===== config.mk =====
export PLATFORM = sky130hd
export DESIGN_NAME = uart_word_loader
export DESIGN_NICKNAME = d
export VERILOG_FILES = /design/src/rtl/uart_word_loader.sv
export SDC_FILE = /design/constraint.sdc
export NUM_CORES = 1
export LEC_CHECK = 0
export ABC_CLOCK_PERIOD_IN_PS = 2500
export CAP_MARGIN = 20
export CORE_MARGIN = 4
export CORE_UTILIZATION = 50
export DETAILED_ROUTE_END_ITERATION = 16
export HOLD_SLACK_MARGIN = 0.05
export PLACE_DENSITY = 0.73
export SYNTH_ARGS = -nofsm -noshare
export SYNTH_HDL_FRONTEND = slang
export SYNTH_SLANG_ARGS = --single-unit

===== constraint.sdc =====
create_clock -name CLK -period 2.5 [get_ports CLK]
set_input_delay 0.5 -clock CLK [delete_from_list [all_inputs] [get_ports CLK]]
set_output_delay 0.5 -clock CLK [all_outputs]
set_load 0.02 [all_outputs]

===== src/rtl/uart_word_loader.sv =====
// uart_word_loader
//   Feeds the CPU "in" instruction. An 8N1 UART receiver deserialises bytes
//   from the host into a small byte FIFO. On an "in" request the word FSM pulls
//   four bytes, MSB first, assembles a 32-bit word and hands it to the register
//   file as a single-cycle write.
//
// Handshake: in_req is a one-cycle pulse and is accepted only in W_IDLE. stall
//   is high from the cycle after acceptance until the word is complete. The
//   write is a one-cycle strobe on UART_write_enable, with rw/write_data valid
//   in that cycle. distinct toggles on each completed write.
//
// Ports
//   CLK               core clock
//   reset_n           asynchronous active-low reset
//   rxd               UART receive line (asynchronous, idle high)
//   in_req            one-cycle "in" request from decode
//   in_rd[4:0]        destination register, latched on an accepted request
//   stall             pipeline hold while a requested word is incomplete
//   UART_write_enable one-cycle register-file write strobe
//   rw[4:0]           destination register of the last write
//   write_data[31:0]  last assembled word
//   distinct          toggles once per completed write
//   frame_err         sticky: bad stop bit or FIFO overflow
module uart_word_loader #(
    parameter int CLKS_PER_BIT = 16,
    parameter int FIFO_DEPTH   = 8
) (
    input  logic        CLK,
    input  logic        reset_n,
    input  logic        rxd,
    input  logic        in_req,
    input  logic [4:0]  in_rd,
    output logic        stall,
    output logic        UART_write_enable,
    output logic [4:0]  rw,
    output logic [31:0] write_data,
    output logic        distinct,
    output logic        frame_err
);

    localparam int CW = $clog2(CLKS_PER_BIT);
    localparam int AW = $clog2(FIFO_DEPTH);
    localparam logic [CW-1:0] TICK_ONE  = CW'(1);
    localparam logic [CW-1:0] BIT_LAST  = CW'(CLKS_PER_BIT - 1);
    localparam logic [CW-1:0] HALF_LAST = CW'(CLKS_PER_BIT / 2 - 1);
    localparam logic [AW:0]   PTR_ONE   = (AW + 1)'(1);

    // ---------------- input synchroniser ----------------
    logic rxd_s1_q, rxd_s2_q;
    logic rx_bit;

    always_ff @(posedge CLK or negedge reset_n) begin
        if (!reset_n) begin
            rxd_s1_q <= 1'b1;
            rxd_s2_q <= 1'b1;
        end else begin
            rxd_s1_q <= rxd;
            rxd_s2_q <= rxd_s1_q;
        end
    end

    assign rx_bit = rxd_s2_q;

    // ---------------- RX FSM ----------------
    typedef enum logic [2:0] {
        RX_IDLE,
        RX_START,
        RX_DATA,
        RX_STOP,
        RX_BREAK   // bad stop bit seen; wait for the line to return high
    } rx_state_t;

    rx_state_t   rx_state_q, rx_state_d;
    logic [CW-1:0] tick_q, tick_d;
    logic [2:0]  bit_idx_q, bit_idx_d;
    logic [7:0]  shift_q, shift_d;
    logic        rx_push;
    logic        rx_bad_stop;

    always_comb begin
        rx_state_d  = rx_state_q;
        tick_d      = tick_q;
        bit_idx_d   = bit_idx_q;
        shift_d     = shift_q;
        rx_push     = 1'b0;
        rx_bad_stop = 1'b0;
        case (rx_state_q)
            RX_IDLE: begin
                if (!rx_bit) begin
                    rx_state_d = RX_START;
                    tick_d     = '0;
                    bit_idx_d  = '0;
                end
            end
            RX_START: begin
                // Re-check at mid start bit so a short low glitch is ignored.
                if (tick_q == HALF_LAST) begin
                    tick_d     = '0;
                    rx_state_d = rx_bit ? RX_IDLE : RX_DATA;
                end else begin
                    tick_d = tick_q + TICK_ONE;
                end
            end
            RX_DATA: begin
                if (tick_q == BIT_LAST) begin
                    tick_d    = '0;
                    shift_d   = {rx_bit, shift_q[7:1]};   // LSB arrives first
                    bit_idx_d = bit_idx_q + 3'd1;
                    if (bit_idx_q == 3'd7) rx_state_d = RX_STOP;
                end else begin
                    tick_d = tick_q + TICK_ONE;
                end
            end
            RX_STOP: begin
                if (tick_q == BIT_LAST) begin
                    tick_d = '0;
                    if (rx_bit) begin
                        rx_push    = 1'b1;
                        rx_state_d = RX_IDLE;
                    end else begin
                        rx_bad_stop = 1'b1;
                        rx_state_d  = RX_BREAK;
                    end
                end else begin
                    tick_d = tick_q + TICK_ONE;
                end
            end
            RX_BREAK: begin
                if (rx_bit) rx_state_d = RX_IDLE;
            end
            default: rx_state_d = RX_IDLE;
        endcase
    end

    // ---------------- byte FIFO ----------------
    // Pointers carry one extra wrap bit to tell full from empty.
    logic [7:0]  mem_q [FIFO_DEPTH];
    logic [AW:0] wr_ptr_q, wr_ptr_d, rd_ptr_q, rd_ptr_d;
    logic        fifo_empty, fifo_full, fifo_pop, push_ok, overflow;
    logic [7:0]  fifo_rdata;

    assign fifo_empty = (wr_ptr_q == rd_ptr_q);
    assign fifo_full  = (wr_ptr_q[AW] != rd_ptr_q[AW]) &&
                        (wr_ptr_q[AW-1:0] == rd_ptr_q[AW-1:0]);
    // A pop in the same cycle frees the slot, so push into a full FIFO is safe then.
    assign push_ok    = rx_push && (!fifo_full || fifo_pop);
    assign overflow   = rx_push && fifo_full && !fifo_pop;
    assign fifo_rdata = mem_q[rd_ptr_q[AW-1:0]];
    assign wr_ptr_d   = push_ok  ? wr_ptr_q + PTR_ONE : wr_ptr_q;
    assign rd_ptr_d   = fifo_pop ? rd_ptr_q + PTR_ONE : rd_ptr_q;

    always_ff @(posedge CLK) begin
        if (push_ok) mem_q[wr_ptr_q[AW-1:0]] <= shift_q;
    end

    // ---------------- word FSM ----------------
    typedef enum logic [1:0] {
        W_IDLE,
        W_COLLECT,
        W_WRITE
    } w_state_t;

    w_state_t    w_state_q, w_state_d;
    logic [1:0]  byte_cnt_q, byte_cnt_d;
    logic [4:0]  rd_q, rd_d;
    logic [23:0] word_q, word_d;
    logic [31:0] write_data_q, write_data_d;
    logic [4:0]  rw_q, rw_d;
    logic        distinct_q, distinct_d;
    logic        frame_err_q, frame_err_d;

    always_comb begin
        w_state_d    = w_state_q;
        byte_cnt_d   = byte_cnt_q;
        rd_d         = rd_q;
        word_d       = word_q;
        write_data_d = write_data_q;
        rw_d         = rw_q;
        distinct_d   = distinct_q;
        fifo_pop     = 1'b0;
        case (w_state_q)
            W_IDLE: begin
                if (in_req) begin
                    rd_d       = in_rd;
                    byte_cnt_d = '0;
                    w_state_d  = W_COLLECT;
                end
            end
            W_COLLECT: begin
                if (!fifo_empty) begin
                    fifo_pop   = 1'b1;
                    word_d     = {word_q[15:0], fifo_rdata};
                    byte_cnt_d = byte_cnt_q + 2'd1;
                    if (byte_cnt_q == 2'd3) begin
                        // Outputs update only here so they hold between writes.
                        write_data_d = {word_q, fifo_rdata};
                        rw_d         = rd_q;
                        distinct_d   = ~distinct_q;
                        w_state_d    = W_WRITE;
                    end
                end
            end
            W_WRITE: w_state_d = W_IDLE;
            default: w_state_d = W_IDLE;
        endcase
    end

    assign frame_err_d = frame_err_q | rx_bad_stop | overflow;

    always_ff @(posedge CLK or negedge reset_n) begin
        if (!reset_n) begin
            rx_state_q   <= RX_IDLE;
            tick_q       <= '0;
            bit_idx_q    <= '0;
            shift_q      <= '0;
            wr_ptr_q     <= '0;
            rd_ptr_q     <= '0;
            w_state_q    <= W_IDLE;
            byte_cnt_q   <= '0;
            rd_q         <= '0;
            word_q       <= '0;
            write_data_q <= '0;
            rw_q         <= '0;
            distinct_q   <= 1'b0;
            frame_err_q  <= 1'b0;
        end else begin
            rx_state_q   <= rx_state_d;
            tick_q       <= tick_d;
            bit_idx_q    <= bit_idx_d;
            shift_q      <= shift_d;
            wr_ptr_q     <= wr_ptr_d;
            rd_ptr_q     <= rd_ptr_d;
            w_state_q    <= w_state_d;
            byte_cnt_q   <= byte_cnt_d;
            rd_q         <= rd_d;
            word_q       <= word_d;
            write_data_q <= write_data_d;
            rw_q         <= rw_d;
            distinct_q   <= distinct_d;
            frame_err_q  <= frame_err_d;
        end
    end

    assign stall             = (w_state_q == W_COLLECT);
    assign UART_write_enable = (w_state_q == W_WRITE);
    assign rw                = rw_q;
    assign write_data        = write_data_q;
    assign distinct          = distinct_q;
    assign frame_err         = frame_err_q;

endmodule


======== Word level (Yosys, flattened, before mapping) ========
Memories as Yosys holds them, arrays and structs flattened.
Cells that the tools add are included.
cells by class
  $lt $le $gt $ge ......................... 0
  bitwise operators ....................... 4
  reduce and logical (&&, ||, !) cells .... 22
  muxes and demuxes ....................... 33
  equal/unequal tests ..................... 22
  $mul .................................... 0
  divide/modulo/power cells ............... 0
  shifts and indexed selects .............. 0
  add/subtract/negate cells ............... 5
operators by type and width
  cell                                                              number
  3-bit 2-to-1 mux                                                  9
  2-bit inequality test (second input constant)                     8
  3-bit one-hot mux with 5 select lines                             1
  4-bit by 1-bit adder with 4-bit output (second input constant)    3
  2-bit 2-to-1 mux                                                  6
  4-bit 2-to-1 mux                                                  3
  4-bit one-hot mux with 3 select lines                             1
  3-bit AND reduction                                               4
  1-bit 2-to-1 mux                                                  10
  2-bit one-hot mux with 2 select lines                             2
  2-bit AND reduction                                               4
  3-bit by 2-bit == test with 1-bit output (second input constant)  2
  3-bit == test (second input constant)                             2
  3-bit one-hot mux with 2 select lines                             1
  6-bit AND reduction                                               1
  2-bit == test (second input constant)                             2
  4-bit by 3-bit == test with 1-bit output (second input constant)  1
  4-bit == test                                                     1
  4-bit == test (second input constant)                             1
  1-bit logical AND                                                 4
  2-bit nonzero test                                                2
  3-bit by 1-bit adder with 3-bit output (second input constant)    1
  3-bit by 1-bit == test with 1-bit output (second input constant)  1
  3-bit == test                                                     1
  12 further kinds                                                  15
storage, ports and cells
  memories ................................ 1
  flip-flop bits (word level) ............. 100
  memory bits (read-only) ................. 0
  RAM bits ................................ 64
  bits in latches ......................... 0
  input bits .............................. 9
memories
  name   depth  width  read ports  clocked after Yosys merged registers in  wr ports  line  RTL
  mem_q  8      8      1           0                                        1         137   logic [7:0] mem_q [FIFO_DEPTH];

======== Depth between registers and ports, before layout ========
  word-level depth ........................ 7
  gate-level depth with buffers ........... 7
  depth with buffers taken out ............ 5

======== Worst setup path after synthesis ========
No wires, ideal clock.
  path type ............................... register to register
  start ................................... register tick_q[0]
  end ..................................... memory mem_q[1][0], enable pin
  buffers on the path ..................... 0
  period minus slack after synthesis ...... 2692 ps
  setup time .............................. 398 ps
  arrival ................................. 2294 ps
  stages on the path, launching flop included .. 6
  data required time ...................... 2102 ps
  path slack .............................. -192 ps
  cells stage by stage .................... dfrtp_1 ha_1 nand4_1 nor3b_2 o211ai_4 nor4b_1
between the ends
  cells in the longest elaborated chain, start to end .. 6
RTL lines
  item                                    line  RTL
  start, declared                         74    logic [CW-1:0] tick_q, tick_d;
  start signal, assigned                  228   tick_q <= tick_d;
  4-bit == test                           115   if (tick_q == BIT_LAST) begin
  1-bit 2-to-1 mux                        115
  1-bit 2-to-1 mux                        87    case (rx_state_q)
  1-bit logical AND                       146   assign push_ok = rx_push && (!fifo_full || fifo_pop);
  1-bit 2-to-1 mux                        153   if (push_ok) mem_q[wr_ptr_q[AW-1:0]] <= shift_q;
  1-bit 2-to-1 mux (not written as such)  153
  end, declared                           137
Every way passes these cells.

======== Worst setup path after layout ========
  start ................................... register w_state_q[1]
  end ..................................... output port stall
between the ends
  cells in the longest elaborated chain, start to end .. 1
RTL lines
  item                                      line  RTL
  start, declared                           163   w_state_t w_state_q, w_state_d;
  start signal, assigned                    233   w_state_q <= w_state_d;
  2-bit by 1-bit == test with 1-bit output  244   assign stall = (w_state_q == W_COLLECT);
  end, declared                             33    output logic stall,
Every way passes these cells.

==> metrics.md <==
| Metric | Value |
|---|---|
| HP Class | reg2reg |
| Synth unique cells | 45 |
| Yosys reg bits | 164 |
| Crit path capture type | output port |
| Crit path launch type | flip-flop |
| Iteration-0 DRC Markers | 249 |
| Routability cong. | 0.7848 |
| Sequential power share | between 30% and 40% |
| First-pass GRT wire length | around 19000 µm |
| Clock tree buffer depth | 2 |
| WP data required | ~2000 ps |
| H-tree depth | 4 |
| Io pins | 50 |
| Sequential fraction of the synthesis area | 67.91% |
| Inserted Clock Buffers | 17 |
| CTS tree | yes |
| Largest net degree at the start of global routing | 48 |
| Leakage | 3.322 nW |
| Number of max-slew violations in the final report | 0 |
| Most frequent cells in the layout | 98 x dfrtp_1, 64 x edfxtp_1, 56 x nand2_1, 48 x clkdlybuf4s50_1, 35 x mux2_2 |
| Layout cell share with drive strength beyond 1 | 26.56% |
| Mapped cell area | 0.006519 mm² |
| Layout area overhead | 22.53% |
| Clock root cell | clkbuf_16 |
| Avg Vias per Cell | 5.282 |
| Clock Latency Late Sink | about 420 ps |
| Syn nets | 438 |
| CTS Sinks | 164 |
| Commonest non-fill, non-tap cell in the layout | dfrtp_1 |
| Max-Cap Viols | 0 |
| Final worst setup slack | 229.0 ps |
| EDFF count, synth | 64 |
| Worst slew margin | about 56% |
| Die Ht | 122.2 µm |
| Via count | 3613 |
| Drt first pass iters | 4 |
| DR WL/cell | between 15 and 20 µm |
| Final HPWL DP | 7821 µm |
| Post-CTS Setup Bufs | 0 |
| Core Region | between 0.01 and 0.015 mm² |
| Status | finished, final reports clean |
| Sequential cell area | 0.004427 mm² |
| Fin. Hold Viols | 0 |
| Syn. warnings | 0 |
| RSZ-0062 raised after global routing | false |
| Die X | 122.2 µm |
| Nets | 514 |
| Measured slew at the worst slew-check pin | between 600 and 700 ps |
| CP max FO | 4 |
| Yosys top cell by area | dfrtp_1 |
| Initial core utilization | 51.45% |
| Fin Hold WS | about 360 ps |
| Crit Path Class | reg2out |
| Peak VDD IR | around 550 µV |
| Ys async rst share | between 60% and 70% |
| Drt drc | 0 |
| Fmax | 0.4403 GHz |
| Reg clk slew, reported paths | about 60 ps |
| Gate Count Post-Synth | ~420 |
| Initial antenna violation count | 0 |
| Core Rows | 41 |
| Mapped Avg Cell Area | 15.41 µm² |
| Ant diodes | 0 |
| Worst path arrival time | about 1800 ps |
| Crit share post-route | 90.84% |
| Final setup violation count | 0 |
| GRT Util Overall | 17.08% |
| Grt total ovfl | 0 |
| Final min period | 2271 ps |
| Final wirelength | roughly 12000 µm |
| Final Skew | 6.525 ps |
| Net switching power | 3.121 mW |
| Filler cells | 947 |
| Port Buf Inserts | 49 |
| ANT nets after route | 0 |
| Die area | 0.01493 mm² |
| Top post-synthesis cells by area | dfrtp_1 38%, edfxtp_1 29%, mux2_2 6.0% |
| Most common flop cell mapped by yosys | dfrtp_1 |
| Switch share | 31.09% |
| Dpl ws | -73.62 ps |
| Final non-filler cell total | 684 |
| Pint | 6.919 mW |
| Inst Count DP | 651 |
| Post-synth top area share | 37.62% |
| Power share of the combinational group | 34.6% |
| Number of global-route vias before repair | between 3000 and 4000 |
| Clock power frac | 25.6% |
| PD cells | about 1300 mW/mm² |
| Area of the multi-input gates | 0.001966 mm² |
[critical path, cell delays in order (launching register included)]
cell             delay, ps
dfrtp_1                390
nand2b_1               180
inv_1                  150
clkdlybuf4s50_1        630
[per-stage QoR]
step                utilization (%)  power [mW]  setup TNS [ps]  area, µm²
global route                  63.04       10.64               0       7988
floorplan                         -       6.225           -4008       6519
finish                        63.04       10.04               0       7988
global placement              58.03       7.392               0       7353
CTS                           63.00       10.16               0       7983
detailed placement            58.03       7.553          -774.7       7353
[cell families (layout without fill, tap and decap cells)]
family	count (synthesis)	after routing	synth area share, %
buffers and inverters	29	118	2.361
XOR/XNOR	12	12	1.612
flip-flops	164	164	67.91
multiplexers	73	73	16.01
adder cells (fa/ha/maj)	6	6	1.152
AO/OA/AOI/OAI	41	41	4.300
AND/OR/NAND/NOR	98	98	6.660
[worst paths after layout]
kind	startpoint	endpoint	slack, ps	depth (start not counted)
min in group asynchronous	reset_n	write_data[30]$_DFFE_PN0P_	570	2
min	rxd_s1_q$_DFF_PN1_	rx_bit$_DFF_PN1_	360	0
min reg2reg	rxd_s1_q$_DFF_PN1_	rx_bit$_DFF_PN1_	360	0
max	w_state_q[1]$_DFFE_PN0P_	stall	230	3
max reg2reg	tick_q[0]$_DFFE_PN0P_	mem_q[5][7]$_DFFE_PP_	300	7
max in group asynchronous	reset_n	rw[3]$_DFFE_PN0P_	1240	3
[repair_timing]
item                                   4_1_cts  5_1_grt
setup endpoints to repair                   16        8
resized for setup                            2        1
endpoints found under the hold margin       32        0
hold buffers                                 1        0
[power groups by stage]
stage               Combinational (mW)  Clock [mW]  Sequential (mW)
floorplan                         1.95           0             4.27
global placement                  3.39           0             4.00
detailed placement                3.50           0             4.05
CTS                               3.53        2.63             4.00
global route                      3.78        2.77             4.09
finish                            3.47        2.57             3.99
[layer usage]
metal / routed length, µm / vias to the layer above / track usage (%)
li1: - / 1685 / -
met1: 5043 / 1841 / 22.22
met2: 5747 / 66 / 26.97
met3: 440 / 21 / 4.457
met4: 342 / 0 / 8.118
met5: 0 / - / 0
[synthesized netlist by cell type (2+ instances only)]
master / number
a211o_1: 2
dfrtp_1: 98
mux2_4: 13
nor4b_1: 2
o2111ai_1: 2
clkbuf_1: 9
dfstp_2: 2
inv_1: 6
nand2_1: 56
xor2_1: 7
nor2_1: 18
mux2i_1: 9
mux2_2: 35
ha_1: 6
o21ai_0: 15
or3_1: 2
a21o_1: 2
buf_6: 4
nand2b_1: 2
mux4_2: 15
xnor2_1: 5
nor4_1: 2
buf_2: 8
nor3_1: 5
nand3_1: 4
a22o_1: 3
a21oi_1: 10
edfxtp_1: 64
[final cells by class]
type	count	share of cell area [%]
Clock buffer	23	6.516
Clock inverter	9	1.112
Multi-Input combinational cell	230	24.61
Sequential cell	164	55.42
Inverter	6	0.2820
Tap cell	172	2.694
Timing Repair Buffer	80	9.367
[registers in the layout, summed over array words and instances (netlist names)]
signal / flops
bit_idx_q: 3
byte_cnt_q: 2
distinct: 1
frame_err: 1
mem_q: 64
rd_ptr_q: 4
rd_q: 5
rw: 5
rx_bit: 1
rx_state_q: 3
rxd_s1_q: 1
shift_q: 8
tick_q: 4
w_state_q: 2
word_q: 24
wr_ptr_q: 4
write_data: 32
No activity file was read; power rests on OpenSTA's default activity.
==> edit, RTL diff (config.mk and constraints unchanged) <==
`write_data_q` no longer has a reset.
--- a/src/rtl/uart_word_loader.sv
+++ b/src/rtl/uart_word_loader.sv
@@ -219,7 +219,6 @@
             byte_cnt_q   <= '0;
             rd_q         <= '0;
             word_q       <= '0;
-            write_data_q <= '0;
             rw_q         <= '0;
             distinct_q   <= 1'b0;
             frame_err_q  <= 1'b0;
@@ -234,11 +233,14 @@
             byte_cnt_q   <= byte_cnt_d;
             rd_q         <= rd_d;
             word_q       <= word_d;
-            write_data_q <= write_data_d;
             rw_q         <= rw_d;
             distinct_q   <= distinct_d;
             frame_err_q  <= frame_err_d;
         end
+    end
+
+    always_ff @(posedge CLK) begin
+        write_data_q <= write_data_d;
     end
 
     assign stall             = (w_state_q == W_COLLECT);
Formal check against the unedited RTL: same outputs for any inputs over 10 cycles, from zero or initial values and one cycle with reset_n low; that may be too few to reach the edited logic, so the function may still have changed.
==> edit against the original RTL <==
Routed wire length fell by 16%; setup slack improved by 0.078 ns; global-route usage shrank 2.1 points; non-clock buffer count shrank 13; sequential cell count unchanged; via count fell by 13%; clock skew about the same; fmax rose by 3.6%; power is 15% lower; sequential share of layout area increased by 4.9 points; design area decreased by 4.9%; register-to-register slack better by 0.14 ns; synthesized area fell by 3.7%; critical path type unchanged; largest cell class unchanged.
==> edit: results (changes against the original RTL) <==
| Metric | Value |
|---|---|
| Post-synthesis area per instance | `17.7 um^2 (+15%)` |
| Post-layout net count | `443 (-14%)` |
| Post-synthesis cell type count | `40 (-11%)` |
| Type of the most critical hold path | `input pin to async pin` |
| Synth Area in Compound Gates | `0.0249 (-0.0181)` |
| Share of layout cells above drive strength 1 | `0.249 (-0.0162)` |
| Worst vdd rail ir drop | `0.473 mV (-14%)` |
| Pin count of the biggest net entering global routing | `43 (-10%)` |
| Slew at the pin with the worst max-slew slack | `0.570 ns (-0.0843 ns)` |
| Number of fill cells in the layout | `884 (-6.7%)` |
| Final setup skew | `0.00609 ns (-0.000437 ns)` |
| Iteration-0 DRC count of the detailed router | `248 (-0.40%)` |
| Critical path's largest stage delay | `0.61 ns (-0.02 ns)` |
| Share of synthesized area spent on multiplexers | `0.148 (-0.0116)` |
| Sequential fraction of the synthesis area | `0.730 (+0.0513)` |
| Placed insts | `577 (-11%)` |
| Global-route usage over all layers | `0.150 (-0.0210)` |
| Global placement routability congestion | `0.689 (-12%)` |
| Hpwl dp | `6500 um (-17%)` |
| Synth Area in XOR/XNOR | `0.0181 (+0.00201)` |
| Routed length per placed instance | `15.9 um (-5.8%)` |
| Static Leakage | `2.92 nW (-12%)` |
| Number of standard cells in the final layout excluding fillers | `609 (-11%)` |
| Adder and majority cell fraction of the synthesized area | `0.0120 (+0.000438)` |
| Run status | `finished, final reports clean` |
| Share of flip-flops with an asynchronous set or reset after synthesis | `0.415 (-0.195)` |
| Via count of the first global-routing pass | `3208 (-15%)` |
| Placed standard-cell area | `7040 um^2 (-4.2%)` |
| Pre-CTS WS | `0.464 ns (+0.538 ns)` |
| Main synth FF type | `edfxtp_1` |
| Number of nets produced by synthesis | `370 (-16%)` |
| Leading cell types by count after synthesis | `96 x edfxtp_1, 66 x dfrtp_1, 47 x mux2_2` |
| Wire length of the first global-routing pass | `16600 um (-14%)` |
## edit: changes by cell type in the layout (fill, tap and decap cells not counted), moves of 6 or more
cell      before  now
a21oi_1       10    1
buf_4         29   17
dfrtp_1       98   66
edfxtp_1      64   96
mux2_2        35   47
mux2_4        13    0
mux2i_1        9    2
nand2_1       56   24
o21ai_0       15    9
## edit: layer usage
layer / GRT usage / wire length [um] / vias to the layer above
met5: 0 / 0 / -
met4: 0.0565 / 119 / 0
met3: 0.0504 / 410 / 12
met2: 0.236 / 4710 / 59
met1: 0.194 / 4470 / 1580
li1: - / - / 1484
## edit: logic make-up after synthesis
kind of cell,Yosys count
DFF,164
muxes,65
and+or+nand+nor,65
AOI/OAI and AO/OA,23
buffers and inverters,19
xor gates and xnor gates,13
adders and majority gates,6
## edit: power breakdown
group	total, mW	internal [mW]	leakage, nW	switching [mW]
clock network	2.39	1.40	0.272	0.996
registers	3.84	3.50	1.73	0.339
logic	2.34	1.24	0.917	1.10
## edit: worst paths after layout
kind	slack (ns)	to	start	depth (start not counted)
min in group CLK	0.36	rx_bit$_DFF_PN1_	rxd_s1_q$_DFF_PN1_	0
max reg2reg	0.44	mem_q[0][5]$_DFFE_PP_	tick_q[0]$_DFFE_PN0P_	6
min reg2reg	0.36	rx_bit$_DFF_PN1_	rxd_s1_q$_DFF_PN1_	0
min	0.12	shift_q[5]$_DFFE_PN0P_	reset_n	2
max in group asynchronous	1.93	rw[2]$_DFFE_PN0P_	reset_n	2
max	0.31	stall	w_state_q[1]$_DFFE_PN0P_	3
## edit: cell type report
cell class | instances | area share
clock buffers | 20 | 0.0588
clock inverters | 12 | 0.0143
inverters | 6 | 0.00296
multi-input cells | 172 | 0.209
flip-flops and latches | 164 | 0.604
well taps | 168 | 0.0277
repair buffers | 67 | 0.0833
